--- config.mk ---
export PLATFORM = sky130hd
export DESIGN_NAME = regfile_opstage_flat
export DESIGN_NICKNAME = d
export VERILOG_FILES = /design/src/rtl/regfile_opstage_if.sv /design/src/rtl/regfile_opstage.sv /design/src/flat_wrapper.sv
export SDC_FILE = /design/constraint.sdc
export NUM_CORES = 1
export LEC_CHECK = 0
export CORE_MARGIN = 2
export CORE_UTILIZATION = 55
export DETAILED_ROUTE_END_ITERATION = 12
export GPL_ROUTABILITY_DRIVEN = 0
export PLACE_DENSITY = 0.81
export SYNTH_ARGS = -nofsm -noshare
export SYNTH_HDL_FRONTEND = slang
export SYNTH_SLANG_ARGS = --single-unit
--- constraint.sdc ---
create_clock -name CLK -period 16.8 [get_ports CLK]
set_input_delay 4.2 -clock CLK [delete_from_list [all_inputs] [get_ports CLK]]
set_output_delay 4.2 -clock CLK [all_outputs]
set_load 0.03 [all_outputs]
--- src/rtl/regfile_opstage_if.sv ---
// Operand-fetch bus between the pipeline control side and regfile_opstage.
// master drives addresses/write-back/requests; slave returns operands and WB_DATA.
interface regfile_opstage_if #(
  parameter int WIDTH = 16,
  parameter int AW    = 3
);
  logic [AW-1:0]    AA;
  logic [AW-1:0]    BA;
  logic [AW-1:0]    DA;
  logic             RW;
  logic             MD;
  logic [WIDTH-1:0] D_IN;
  logic [WIDTH-1:0] DATA_IN;
  logic             MB;
  logic [WIDTH-1:0] CONST_IN;
  logic             VALID_IN;
  logic             HOLD;
  logic [WIDTH-1:0] A;
  logic [WIDTH-1:0] B;
  logic             VALID_OUT;
  logic [WIDTH-1:0] WB_DATA;

  modport master (
    output AA, BA, DA, RW, MD, D_IN, DATA_IN, MB, CONST_IN, VALID_IN, HOLD,
    input  A, B, VALID_OUT, WB_DATA
  );

  modport slave (
    input  AA, BA, DA, RW, MD, D_IN, DATA_IN, MB, CONST_IN, VALID_IN, HOLD,
    output A, B, VALID_OUT, WB_DATA
  );
endinterface

--- src/rtl/regfile_opstage.sv ---
// Register file + operand stage feeding funcunit, with same-cycle write forwarding.
// Optional macro REGFILE_R0_ZERO_EN hard-wires R0 to zero (writes dropped, reads return 0).
module regfile_opstage #(
  parameter int WIDTH = 16,
  parameter int NREG  = 8,
  parameter int AW    = 3
) (
  input  logic               CLK,
  input  logic               RESET,
  regfile_opstage_if.slave   bus
);

`ifdef REGFILE_R0_ZERO_EN
  localparam bit R0_ZERO = 1'b1;
`else
  localparam bit R0_ZERO = 1'b0;
`endif

  logic [WIDTH-1:0] regs_q [NREG];
  logic [WIDTH-1:0] wb_data;
  logic             we;
  logic             a_is_r0;
  logic             b_is_r0;
  logic [WIDTH-1:0] rd_a;
  logic [WIDTH-1:0] rd_b;
  logic [WIDTH-1:0] b_sel;
  logic [WIDTH-1:0] a_q, a_d;
  logic [WIDTH-1:0] b_q, b_d;
  logic             valid_q, valid_d;

  assign wb_data     = bus.MD ? bus.DATA_IN : bus.D_IN;
  assign bus.WB_DATA = wb_data;

  // R0 writes are discarded entirely when R0 is hard-wired, so regs_q[0] never leaves 0.
  assign we      = bus.RW && !(R0_ZERO && (bus.DA == '0));
  assign a_is_r0 = R0_ZERO && (bus.AA == '0);
  assign b_is_r0 = R0_ZERO && (bus.BA == '0);

  always_ff @(posedge CLK or posedge RESET) begin
    if (RESET) begin
      for (int i = 0; i < NREG; i++) begin
        regs_q[i] <= '0;
      end
    end else if (we) begin
      regs_q[bus.DA] <= wb_data;
    end
  end

  always_comb begin
    rd_a = regs_q[bus.AA];
    rd_b = regs_q[bus.BA];
    if (bus.RW && (bus.DA == bus.AA)) rd_a = wb_data;
    if (bus.RW && (bus.DA == bus.BA)) rd_b = wb_data;
    if (a_is_r0) rd_a = '0;
    if (b_is_r0) rd_b = '0;
    b_sel = bus.MB ? bus.CONST_IN : rd_b;
  end

  // Operands refresh every non-stalled cycle; VALID_OUT alone says whether they matter.
  always_comb begin
    a_d     = a_q;
    b_d     = b_q;
    valid_d = valid_q;
    if (!bus.HOLD) begin
      a_d     = rd_a;
      b_d     = b_sel;
      valid_d = bus.VALID_IN;
    end
  end

  always_ff @(posedge CLK or posedge RESET) begin
    if (RESET) begin
      a_q     <= '0;
      b_q     <= '0;
      valid_q <= 1'b0;
    end else begin
      a_q     <= a_d;
      b_q     <= b_d;
      valid_q <= valid_d;
    end
  end

  assign bus.A         = a_q;
  assign bus.B         = b_q;
  assign bus.VALID_OUT = valid_q;

endmodule

--- src/flat_wrapper.sv ---
// flat-port wrapper written by rule: the top's interface ports become plain ports
module regfile_opstage_flat 
#(
  parameter int WIDTH = 16,
  parameter int NREG  = 8,
  parameter int AW    = 3
)
  (CLK, RESET, bus_AA, bus_BA, bus_DA, bus_RW, bus_MD, bus_D_IN, bus_DATA_IN, bus_MB, bus_CONST_IN, bus_VALID_IN, bus_HOLD, bus_A, bus_B, bus_VALID_OUT, bus_WB_DATA);
  regfile_opstage_if #(.WIDTH(WIDTH), .AW(AW)) bus_i ();
  input  logic CLK;
  input  logic RESET;
  input wire logic [$bits(bus_i.AA)-1:0] bus_AA;
  input wire logic [$bits(bus_i.BA)-1:0] bus_BA;
  input wire logic [$bits(bus_i.DA)-1:0] bus_DA;
  input wire logic [$bits(bus_i.RW)-1:0] bus_RW;
  input wire logic [$bits(bus_i.MD)-1:0] bus_MD;
  input wire logic [$bits(bus_i.D_IN)-1:0] bus_D_IN;
  input wire logic [$bits(bus_i.DATA_IN)-1:0] bus_DATA_IN;
  input wire logic [$bits(bus_i.MB)-1:0] bus_MB;
  input wire logic [$bits(bus_i.CONST_IN)-1:0] bus_CONST_IN;
  input wire logic [$bits(bus_i.VALID_IN)-1:0] bus_VALID_IN;
  input wire logic [$bits(bus_i.HOLD)-1:0] bus_HOLD;
  output wire logic [$bits(bus_i.A)-1:0] bus_A;
  output wire logic [$bits(bus_i.B)-1:0] bus_B;
  output wire logic [$bits(bus_i.VALID_OUT)-1:0] bus_VALID_OUT;
  output wire logic [$bits(bus_i.WB_DATA)-1:0] bus_WB_DATA;
  assign bus_i.AA = bus_AA;
  assign bus_i.BA = bus_BA;
  assign bus_i.DA = bus_DA;
  assign bus_i.RW = bus_RW;
  assign bus_i.MD = bus_MD;
  assign bus_i.D_IN = bus_D_IN;
  assign bus_i.DATA_IN = bus_DATA_IN;
  assign bus_i.MB = bus_MB;
  assign bus_i.CONST_IN = bus_CONST_IN;
  assign bus_i.VALID_IN = bus_VALID_IN;
  assign bus_i.HOLD = bus_HOLD;
  assign bus_A = bus_i.A;
  assign bus_B = bus_i.B;
  assign bus_VALID_OUT = bus_i.VALID_OUT;
  assign bus_WB_DATA = bus_i.WB_DATA;
  regfile_opstage #(.WIDTH(WIDTH), .NREG(NREG), .AW(AW)) u_core (.CLK(CLK), .RESET(RESET), .bus(bus_i));
endmodule
==> run metrics <==
static leakage 0.004265 uW; relative contribution of the clock network to total power 0.316; number of nets in the final layout roughly 850; Worst setup EP type primary output; detailed-route wire length per cell 24.76 um; share of total power in combinational logic 0.260; number of cells on the worst hold path 2; cell-internal power between 800 and 900 uW; final antenna diode count 0; power spent charging and discharging nets approximately 380 uW; pin count of the biggest net entering global routing 90; H-tree depth reported by CTS 4; filler cell count in the final layout roughly 1000; Congestion Overflow GR 0; Max FO, Critical Path 16; Port Buf Inserts around 110; Yosys warning total 0; cell with the largest stage delay on the worst path clkdlybuf4s50_1; number of instances in the synthesized netlist between 700 and 800; 1st-iter DRT viols between 1000 and 1500; path class of the lowest-slack min-delay path reg -> reg; post-DP HPWL roughly 15 mm; Total Wirelength 24.36 mm; remaining number of nets flagged by the antenna check after routing 0; Worst Hold Path EP u_core.regs_q[29]$_DFFE_PP0P_; # Post-CTS Setup Buffers 0; Setup Crit Path Kind in -> out; Primary FF master, synth dfrtp_1; transition time at the pin with the least slew margin ~1400 ps; share of final-layout standard cells stronger than drive strength 1 0.1688; Die Wd about 130 um; placed cell count around 960; distinct cell type count of the synthesized netlist 35; most used cell, CP clkdlybuf4s50_1; Clock Skew between 6 and 7 ps; register area share after synthesis 0.4853; R2R cell count 3; worst-case clock buffer depth 2; sequential share of power 0.424; worst vdd ir 0.09664 mV; Mean Syn Cell Area 11.61 sq um; number of clock buffers inserted by TritonCTS 17; net count after synthesis between 700 and 800; effective utilization at floorplan 0.5669; remaining routing DRC violations 0; number of max-capacitance violations reported 0; worst hold start u_core.regs_q[29]$_DFFE_PP0P_; die area roughly 0.016 sq mm; worst reg2reg startpoint u_core.regs_q[31]$_DFFE_PP0P_; final design utilization 0.6868; number of failing setup endpoints in the final timing report 0; cell area reported after detailed placement between 0.009 and 0.01 sq mm; area of the mapped netlist 0.008302 sq mm; worst r2r dst u_core.bus.B[15]$_DFFE_PP0N_; register-to-register setup slack approximately 15000 ps; cell family contributing the most delay on the critical path buffers and inverters; fin crit share 0.6824; count of boundary I/O pins between 100 and 150; result of the run finished clean; antenna violations before repair 0; worst path arrival time just over 7000 ps; insertion delay to the later sink of the worst-skew pair approximately 430 ps; post-CTS sizing 0; Final Max Tran Viols 0; first-pass detailed-route iteration total 8; switching share of power 0.3025; Final Hold Viols 0; CP bufs+invs 3; summed negative setup slack over all endpoints 0 ps; Syn-to-layout area delta 21.14%; total number of placement rows 44; aggregate global-route resource usage 0.3154; RSZ-0062 raised after global routing false; clock sinks around 160; via count of the first global-routing pass a little under 7000; Max Clk Rate a little under 90 MHz; biggest cell delay along the critical path 1290 ps; FF+latch count, synth 161; endpoint required time on the critical path approximately 13000 ps; number of flops mapped to enable cells by yosys 0; vertical die dimension between 100 and 150 um; Cell Pwr Density roughly 130 mW/mm^2; final worst path period need 11460 ps; clock-pin slew on the worst setup and hold paths roughly 60 ps; Root Driver clkbuf_16; Post-CTS Hold Buffers 0; Core Region 0.01464 sq mm; cell breakdown of the critical path clkdlybuf4s50_1, mux2i_1, inv_1, clkdlybuf4s50_1; wire length of the first global-routing pass 37.92 mm; Design Area, Final a little over 0.01 sq mm; count of non-filler cells in the finished layout ~980; number of vias per cell after detailed routing approximately 6.7; CTS tree yes; startpoint class of the critical path input port; Post-synth ARST share 1.000; headroom to the max-slew limit 0.08019; vias post-DR around 6600
-- state kept, by name, indices dropped and copies added, names as in the netlist --
name	cells
u_core.bus.B	16
u_core.regs_q	128
u_core.bus.VALID_OUT	1
u_core.bus.A	16
-- how the worst max path moves through the flow --
stage	cells after the start	endpoint	start	slack [ps]
5_1_grt	4	bus_WB_DATA[9]	bus_MD	5190
3_5_place_dp	4	bus_WB_DATA[9]	bus_MD	5430
4_1_cts	4	bus_WB_DATA[9]	bus_MD	5390
6_report	4	bus_WB_DATA[9]	bus_MD	5340
2_1_floorplan	5	bus_WB_DATA[15]	bus_MD	7210
3_3_place_gp	4	bus_WB_DATA[9]	bus_MD	5520
-- power groups by stage --
stage / sequential [uW] / combinational, uW / clock, uW
2_1_floorplan: 546 / 192 / 0
3_3_place_gp: 522 / 309 / 0
3_5_place_dp: 535 / 320 / 0
4_1_cts: 530 / 325 / 398
5_1_grt: 541 / 351 / 413
6_report: 533 / 327 / 398
-- tightest hold or removal path, delay by kind of cell (launching register included) --
kind | cells | cell delay, ps
and+or+nand+nor | 1 | 50
DFF | 1 | 360
AOI/OAI and AO/OA | 1 | 60
-- metrics by stage --
stage / power [uW] / hold WS, ps / worst slack, ps
4_1_cts: 1253 / 506.7 / 5393
2_1_floorplan: 738.1 / 460.9 / 7206
3_3_place_gp: 830.7 / 473.1 / 5524
5_1_grt: 1305 / 522.6 / 5188
3_5_place_dp: 854.6 / 494.2 / 5432
6_report: 1257 / 508.4 / 5335
-- cells by family (layout without fill, tap and decap cells) --
logic type / count (synthesis) / after routing / synth area share
and+or+nand+nor: 153 / 153 / 0.07943
xor gates and xnor gates: 6 / 6 / 0.007236
muxes: 113 / 113 / 0.2329
DFF: 161 / 161 / 0.4853
AOI/OAI and AO/OA: 179 / 179 / 0.1375
buffers and inverters: 103 / 188 / 0.05772
-- cells in the final DEF (no fill, tap or decap), types with 2 or more instances in the layout --
cell type and count:
a21oi_1 64, a221oi_1 5, a221oi_2 11, a222oi_1 7
buf_2 4, buf_4 21, bufinv_16 4, clkbuf_1 4
clkbuf_16 17, clkdlybuf4s50_1 108, clkinv_2 3, dfrtp_1 161
inv_1 25, mux2i_1 48, mux4_2 64, nand2_1 73
nand4_1 2, nand4b_1 3, nor2_1 66, nor4bb_4 3
o21ai_0 64, o221ai_1 9, o22ai_1 15, xnor2_1 3
xor2_1 2
-- cell usage after synthesis (5+ instances only) --
| library cell | n | area [sq um] |
|---|---|---|
| a21oi_1 | 64 | 320.3 |
| a221oi_1 | 5 | 43.79 |
| a221oi_2 | 11 | 165.2 |
| a222oi_1 | 7 | 70.07 |
| buf_2 | 17 | 85.08 |
| buf_4 | 13 | 97.59 |
| clkbuf_1 | 43 | 161.4 |
| dfrtp_1 | 161 | 4029 |
| inv_1 | 26 | 97.59 |
| mux2i_1 | 48 | 480.5 |
| mux4_2 | 64 | 1441 |
| nand2_1 | 73 | 274.0 |
| nor2_1 | 66 | 247.7 |
| o21ai_0 | 64 | 320.3 |
| o221ai_1 | 9 | 78.83 |
| o22ai_1 | 15 | 93.84 |
-- area by class of cell --
cell class / instances / area [sq um] / area share
clock buffers: 22 / 454.2 / 0.04516
clock inverters: 7 / 135.1 / 0.01344
inverters: 26 / 102.6 / 0.01020
multi-input cells: 451 / 3847 / 0.3826
flip-flops and latches: 161 / 4029 / 0.4006
well taps: 184 / 230.2 / 0.02289
repair buffers: 133 / 1259 / 0.1252
-- metal layers --
| metal | up-vias | track usage | part of all wire |
|---|---|---|---|
| met5 | - | 0 | 0 |
| met4 | 0 | 0.1454 | 0.031 |
| li1 | 2766 | - | - |
| met2 | 443 | 0.4687 | 0.46 |
| met3 | 59 | 0.1143 | 0.12 |
| met1 | 3326 | 0.4198 | 0.39 |
(Power assumes the default switching activity.)
